<file path="src/rtl/dr_link_tx.sv">
// dr_link_tx -- dual-rail link transmitter.
//
// Takes binary words over a valid/ready handshake and drives them onto a
// delay-insensitive dual-rail link, then waits for the receiver's
// asynchronous acknowledge before offering the next word.
//   ENC = "FP" : four-phase return-to-zero; data, wait ack=1, spacer, wait ack=0.
//   ENC = "TP" : two-phase transition; one rail toggles per bit and each
//                complete word is acknowledged by one ack transition.
//
// Ports:
//   clk       sole clock, rising edge
//   rst       synchronous active-high reset
//   in_valid  word offered
//   in_ready  word can be accepted this cycle
//   in_data   binary word, sampled only on accept
//   dr_o      registered dual-rail link, [bit][rail], rail 1 = logical 1
//   ack_i     asynchronous acknowledge from the receiver
//   busy      transfer outstanding
//   timeout   sticky watchdog flag
//
// Optional feature: define DR_LINK_TX_TIMEOUT_EN to enable the watchdog
// (TIMEOUT_CYCLES, ERR state). Without it timeout is tied 0 and the block
// waits for ack indefinitely.
module dr_link_tx #(
    parameter       ENC            = "TP",
    parameter int   WIDTH          = 1,
    parameter int   SYNC_STAGES    = 2,
    parameter int   TIMEOUT_CYCLES = 1024
) (
    input  logic                  clk,
    input  logic                  rst,
    input  logic                  in_valid,
    output logic                  in_ready,
    input  logic [WIDTH-1:0]      in_data,
    output logic [WIDTH-1:0][1:0] dr_o,
    input  logic                  ack_i,
    output logic                  busy,
    output logic                  timeout
);

    localparam bit IS_FP = (ENC == "FP");

    typedef logic [WIDTH-1:0][1:0] link_t;

`ifdef DR_LINK_TX_TIMEOUT_EN
    typedef enum logic [1:0] {IDLE, DATA, RTZ, ERR} state_t;
`else
    typedef enum logic [1:0] {IDLE, DATA, RTZ} state_t;
`endif

    state_t                 state;
    state_t                 state_nxt;
    logic                   phase;
    logic                   accept;
    logic                   link_clr;
    logic                   ack_s;
    logic                   ack_settled;
    logic [SYNC_STAGES-1:0] ack_sync;

    // Four-phase code word: exactly one rail high per bit.
    function automatic link_t fp_encode(input logic [WIDTH-1:0] d);
        link_t r;
        for (int i = 0; i < WIDTH; i++) begin
            r[i] = d[i] ? 2'b10 : 2'b01;
        end
        return r;
    endfunction

    // Two-phase code word: toggle the rail selected by each bit's value.
    function automatic link_t tp_encode(input link_t cur, input logic [WIDTH-1:0] d);
        link_t r;
        r = cur;
        for (int i = 0; i < WIDTH; i++) begin
            r[i][d[i]] = ~cur[i][d[i]];
        end
        return r;
    endfunction

    // ---- ack synchroniser: ack_i is asynchronous, only ack_s is used ----
    always_ff @(posedge clk) begin
        if (rst) begin
            ack_sync <= '0;
        end else begin
            ack_sync <= {ack_sync[SYNC_STAGES-2:0], ack_i};
        end
    end

    assign ack_s = ack_sync[SYNC_STAGES-1];

    // The receiver is ready for a new word once ack has returned to the
    // level matching the last word sent (0 for FP, the phase bit for TP).
    assign ack_settled = IS_FP ? !ack_s : (ack_s == phase);
    assign in_ready    = (state == IDLE) && !rst && ack_settled;
    assign busy        = (state != IDLE);

`ifdef DR_LINK_TX_TIMEOUT_EN
    localparam int CNT_W = $clog2(TIMEOUT_CYCLES + 1);

    logic [CNT_W-1:0] wd_cnt;
    logic             wd_expired;
    logic             timeout_q;

    assign wd_expired = (wd_cnt == CNT_W'(TIMEOUT_CYCLES - 1));
    assign timeout    = timeout_q;

    // ---- watchdog: counts cycles spent waiting on the receiver ----
    always_ff @(posedge clk) begin
        if (rst) begin
            wd_cnt    <= '0;
            timeout_q <= 1'b0;
        end else begin
            if (accept) begin
                wd_cnt <= '0;
            end else if (state == DATA || state == RTZ) begin
                wd_cnt <= wd_cnt + CNT_W'(1);
            end
            if (state_nxt == ERR) begin
                timeout_q <= 1'b1;
            end
        end
    end
`else
    assign timeout = 1'b0;
`endif

    // ---- next-state logic ----
    always_comb begin
        state_nxt = state;
        accept    = in_valid && in_ready;
        link_clr  = 1'b0;
        case (state)
            IDLE: begin
                if (accept) begin
                    state_nxt = DATA;
                end
            end
            DATA: begin
                if (IS_FP && ack_s) begin
                    state_nxt = RTZ;
                    link_clr  = 1'b1;
                end else if (!IS_FP && (ack_s == phase)) begin
                    state_nxt = IDLE;
`ifdef DR_LINK_TX_TIMEOUT_EN
                end else if (wd_expired) begin
                    state_nxt = ERR;
`endif
                end
            end
            RTZ: begin
                if (!ack_s) begin
                    state_nxt = IDLE;
`ifdef DR_LINK_TX_TIMEOUT_EN
                end else if (wd_expired) begin
                    state_nxt = ERR;
`endif
                end
            end
            default: begin
                // ERR holds until reset.
                state_nxt = state;
            end
        endcase
    end

    // ---- state, phase and link register ----
    always_ff @(posedge clk) begin
        if (rst) begin
            state <= IDLE;
            phase <= 1'b0;
            dr_o  <= '0;
        end else begin
            state <= state_nxt;
            if (accept) begin
                dr_o <= IS_FP ? fp_encode(in_data) : tp_encode(dr_o, in_data);
                if (!IS_FP) begin
                    phase <= ~phase;
                end
            end else if (link_clr) begin
                dr_o <= '0;
            end
        end
    end

endmodule

</file>
<file path="config.mk">
export PLATFORM = sky130hd
export DESIGN_NAME = dr_link_tx
export DESIGN_NICKNAME = d
export VERILOG_FILES = /design/src/rtl/dr_link_tx.sv
export SDC_FILE = /design/constraint.sdc
export NUM_CORES = 1
export LEC_CHECK = 0
export CAP_MARGIN = 20
export CORE_AREA = 8 8 45 47
export CTS_CLUSTER_DIAMETER = 100
export CTS_CLUSTER_SIZE = 8
export DETAILED_ROUTE_END_ITERATION = 7
export DIE_AREA = 0 0 53 55
export GPL_TIMING_DRIVEN = 0
export HOLD_SLACK_MARGIN = 0.15
export PLACE_DENSITY_LB_ADDON = 0.15
export SETUP_SLACK_MARGIN = 0.1
export SLEW_MARGIN = 10
export SYNTH_ARGS = -nofsm -noshare
export SYNTH_HDL_FRONTEND = slang
export SYNTH_SLANG_ARGS = --single-unit
</file>
<file path="constraint.sdc">
create_clock -name clk -period 2.1 [get_ports clk]
set_input_delay 0.315 -clock clk [delete_from_list [all_inputs] [get_ports clk]]
set_output_delay 0.315 -clock clk [all_outputs]
set_load 0.02 [all_outputs]
</file>
==> reports/results.txt <==
Status = completed
Routed via count = 222
Starting density of the core = 17.5%
Fin util = 26.3%
Post-synthesis sequential area ratio = 49.5%
Die ar. = 2920 um^2
Pins Over Slew Limit = 0
Final hold vios = 0
Non-filler cells in the finished layout = 52
Post-route minimum period = 1.73 ns
Area leader, netlist = dfxtp_1
Clock Sinks = 6
Root buffer cell = clkbuf_4
Worst-path maximum fanout = 7
Post-synth top area share = 49.5%
Total Power = 0.293 mW
# Post-CTS Setup Buffers = 0
Static Leak = 0.146 nW
Clock Latency Late Sink = 0.24 ns
Synthesis-to-finish area growth = 50.0%
# DRC = 0
Largest stage delay, worst path = 0.54 ns
Die Width = 53 um
Dpl cell area = 343 um^2
Most frequent cells in the layout = clkdlybuf4s50_1, dfxtp_1, clkbuf_4
Detailed Route Iter0 Violations = 2
Syn Area/Cell = 9.71 um^2
Design area = 364 um^2
Setup-failing EPs final = 0
Ratio of final minimum period to clock period = 82.5%
TritonCTS clock tree = done
Largest net degree at the start of global routing = 8
Critical Path Source Type = input port
Number of diodes = 0
Gr ovfl total = 0
FP Rows = 14
Yosys reg bits = 6
VDD IR max = 0.264 mV
Max Root-Sink Buffers = 2
Largest cells by area after synthesis = dfxtp_1, nor2b_1, a21oi_1
Final Net Count = 43
Clock transition at path regs = 0.05 ns
Critical path type = input port to output pin
Clock Skew = 0.000102 ns
Core ar. = 1380 um^2
CP required = 1.78 ns
Global-route wire length before repair = 979 um
Share of layout cells above drive strength 1 = 13.9%
Tightest Hold Check Type = flop to flop
DRT Wirelength = 566 um
Commonest non-fill, non-tap cell in the layout = clkdlybuf4s50_1
IO buf count = 8
Number of global-route vias before repair = 243
WL/cell = 10.9 um
Post-Syn Area = 243 um^2
Synth cell types = 17
Die Y = 55 um
Final GP Congestion = 0.609
CP Cell Sequence = clkdlybuf4s50_1 > nor3_1 > dlygate4sd2_1
Syn Nets = 30
Final antenna-violating net count = 0
FMAX = 577 MHz
I/O Pins = 10
Slowest CP cell = clkdlybuf4s50_1
Placed Instances = 49
Max H-tree Level = 1
RSZ-0062 raised after global routing = false
Mapped Cells = 25
CTS buffer count = 3
Initial antenna violation count = 0
GR Util All Layers = 5.03%
Sum Neg Setup Slack = 0 ns
Max_cap viols = 0
Synth warn = 0
CP endpoint kind = output pin
Routed vias/inst = 4.27
Crit path DAT = 1.42 ns
Drt pass-1 iters = 3
PD cells = 806 nW/um^2
## per-stage QoR
| step | setup slack (ns) | hold WS [ns] |
|---|---|---|
| floorplan | 0.809 | 0.384 |
| global placement | 0.0860 | 0.441 |
| detailed placement | 0.0734 | 0.436 |
| CTS | 0.361 | 0.454 |
| global route | 0.279 | 0.458 |
| finish | 0.367 | 0.443 |
## flip-flops by register name, summed over array words and instances, names as in the netlist
name	flops
phase	1
dr_o	2
ack_sync	2
state	1
## layer usage
metal | vias up | wire length (um) | GRT usage (%)
met3 | 3 | 53 | 3.48
li1 | 109 | - | -
met5 | - | 0 | 0
met2 | 8 | 258 | 7.03
met1 | 102 | 232 | 4.73
met4 | 0 | 21 | 5.17
## critical path: cells and delay by family
family | cells | cell delay (ns)
buffers and inverters | 2 | 0.90
AND/OR/NAND/NOR | 1 | 0.21
## synth_stat cells (all sizes together)
cell type / n
dfxtp: 6
a21oi: 2
nor2: 2
nor2b: 2
a211oi: 1
and2b: 1
buf: 1
conb: 1
inv: 1
mux2i: 1
nand3b: 1
nor3: 1
o21ai: 1
o41ai: 1
or3: 1
or4b: 1
xor2: 1
## path summary, 6_finish.rpt
kind	from	to	slack, ns	cells past startpoint
worst max-delay path	rst	in_ready	0.37	3
worst min-delay path	ack_sync[0]	ack_sync[1]	0.44	1
worst max register to register	state[0]	dr_o[0]	0.85	3
worst min register to register	ack_sync[0]	ack_sync[1]	0.44	1
## cell families after synthesis
logic type / share of synthesized area, %
mux: 4.12
other cells: 1.54
xor+xnor: 3.61
flops: 49.5
buf+inv: 4.64
compound gates: 12.9
simple gates: 23.7
## timing repair
action                     4_1_cts  5_1_grt
hold endpoints to repair         0        0
hold buffers                     0        0
setup endpoints to repair        1        0
gates resized for setup          1        0
## layout make-up
cell class / count / area [um^2]
fillers: 148 / 1020
flip-flops and latches: 6 / 120
multi-input cells: 17 / 111
repair buffers: 8 / 78.8
clock buffers: 3 / 22.5
well taps: 16 / 20.0
plain buffers: 1 / 7.51
inverters: 1 / 3.75
## power breakdown
part / total, mW / internal (mW) / switching (mW) / leakage [nW]
combinational: 0.0568 / 0.0289 / 0.0279 / 0.0825
clock: 0.108 / 0.0648 / 0.0432 / 0.0138
sequential: 0.129 / 0.123 / 0.00598 / 0.0495
total: 0.293 / 0.216 / 0.0770 / 0.146
(Power assumes the default switching activity.)
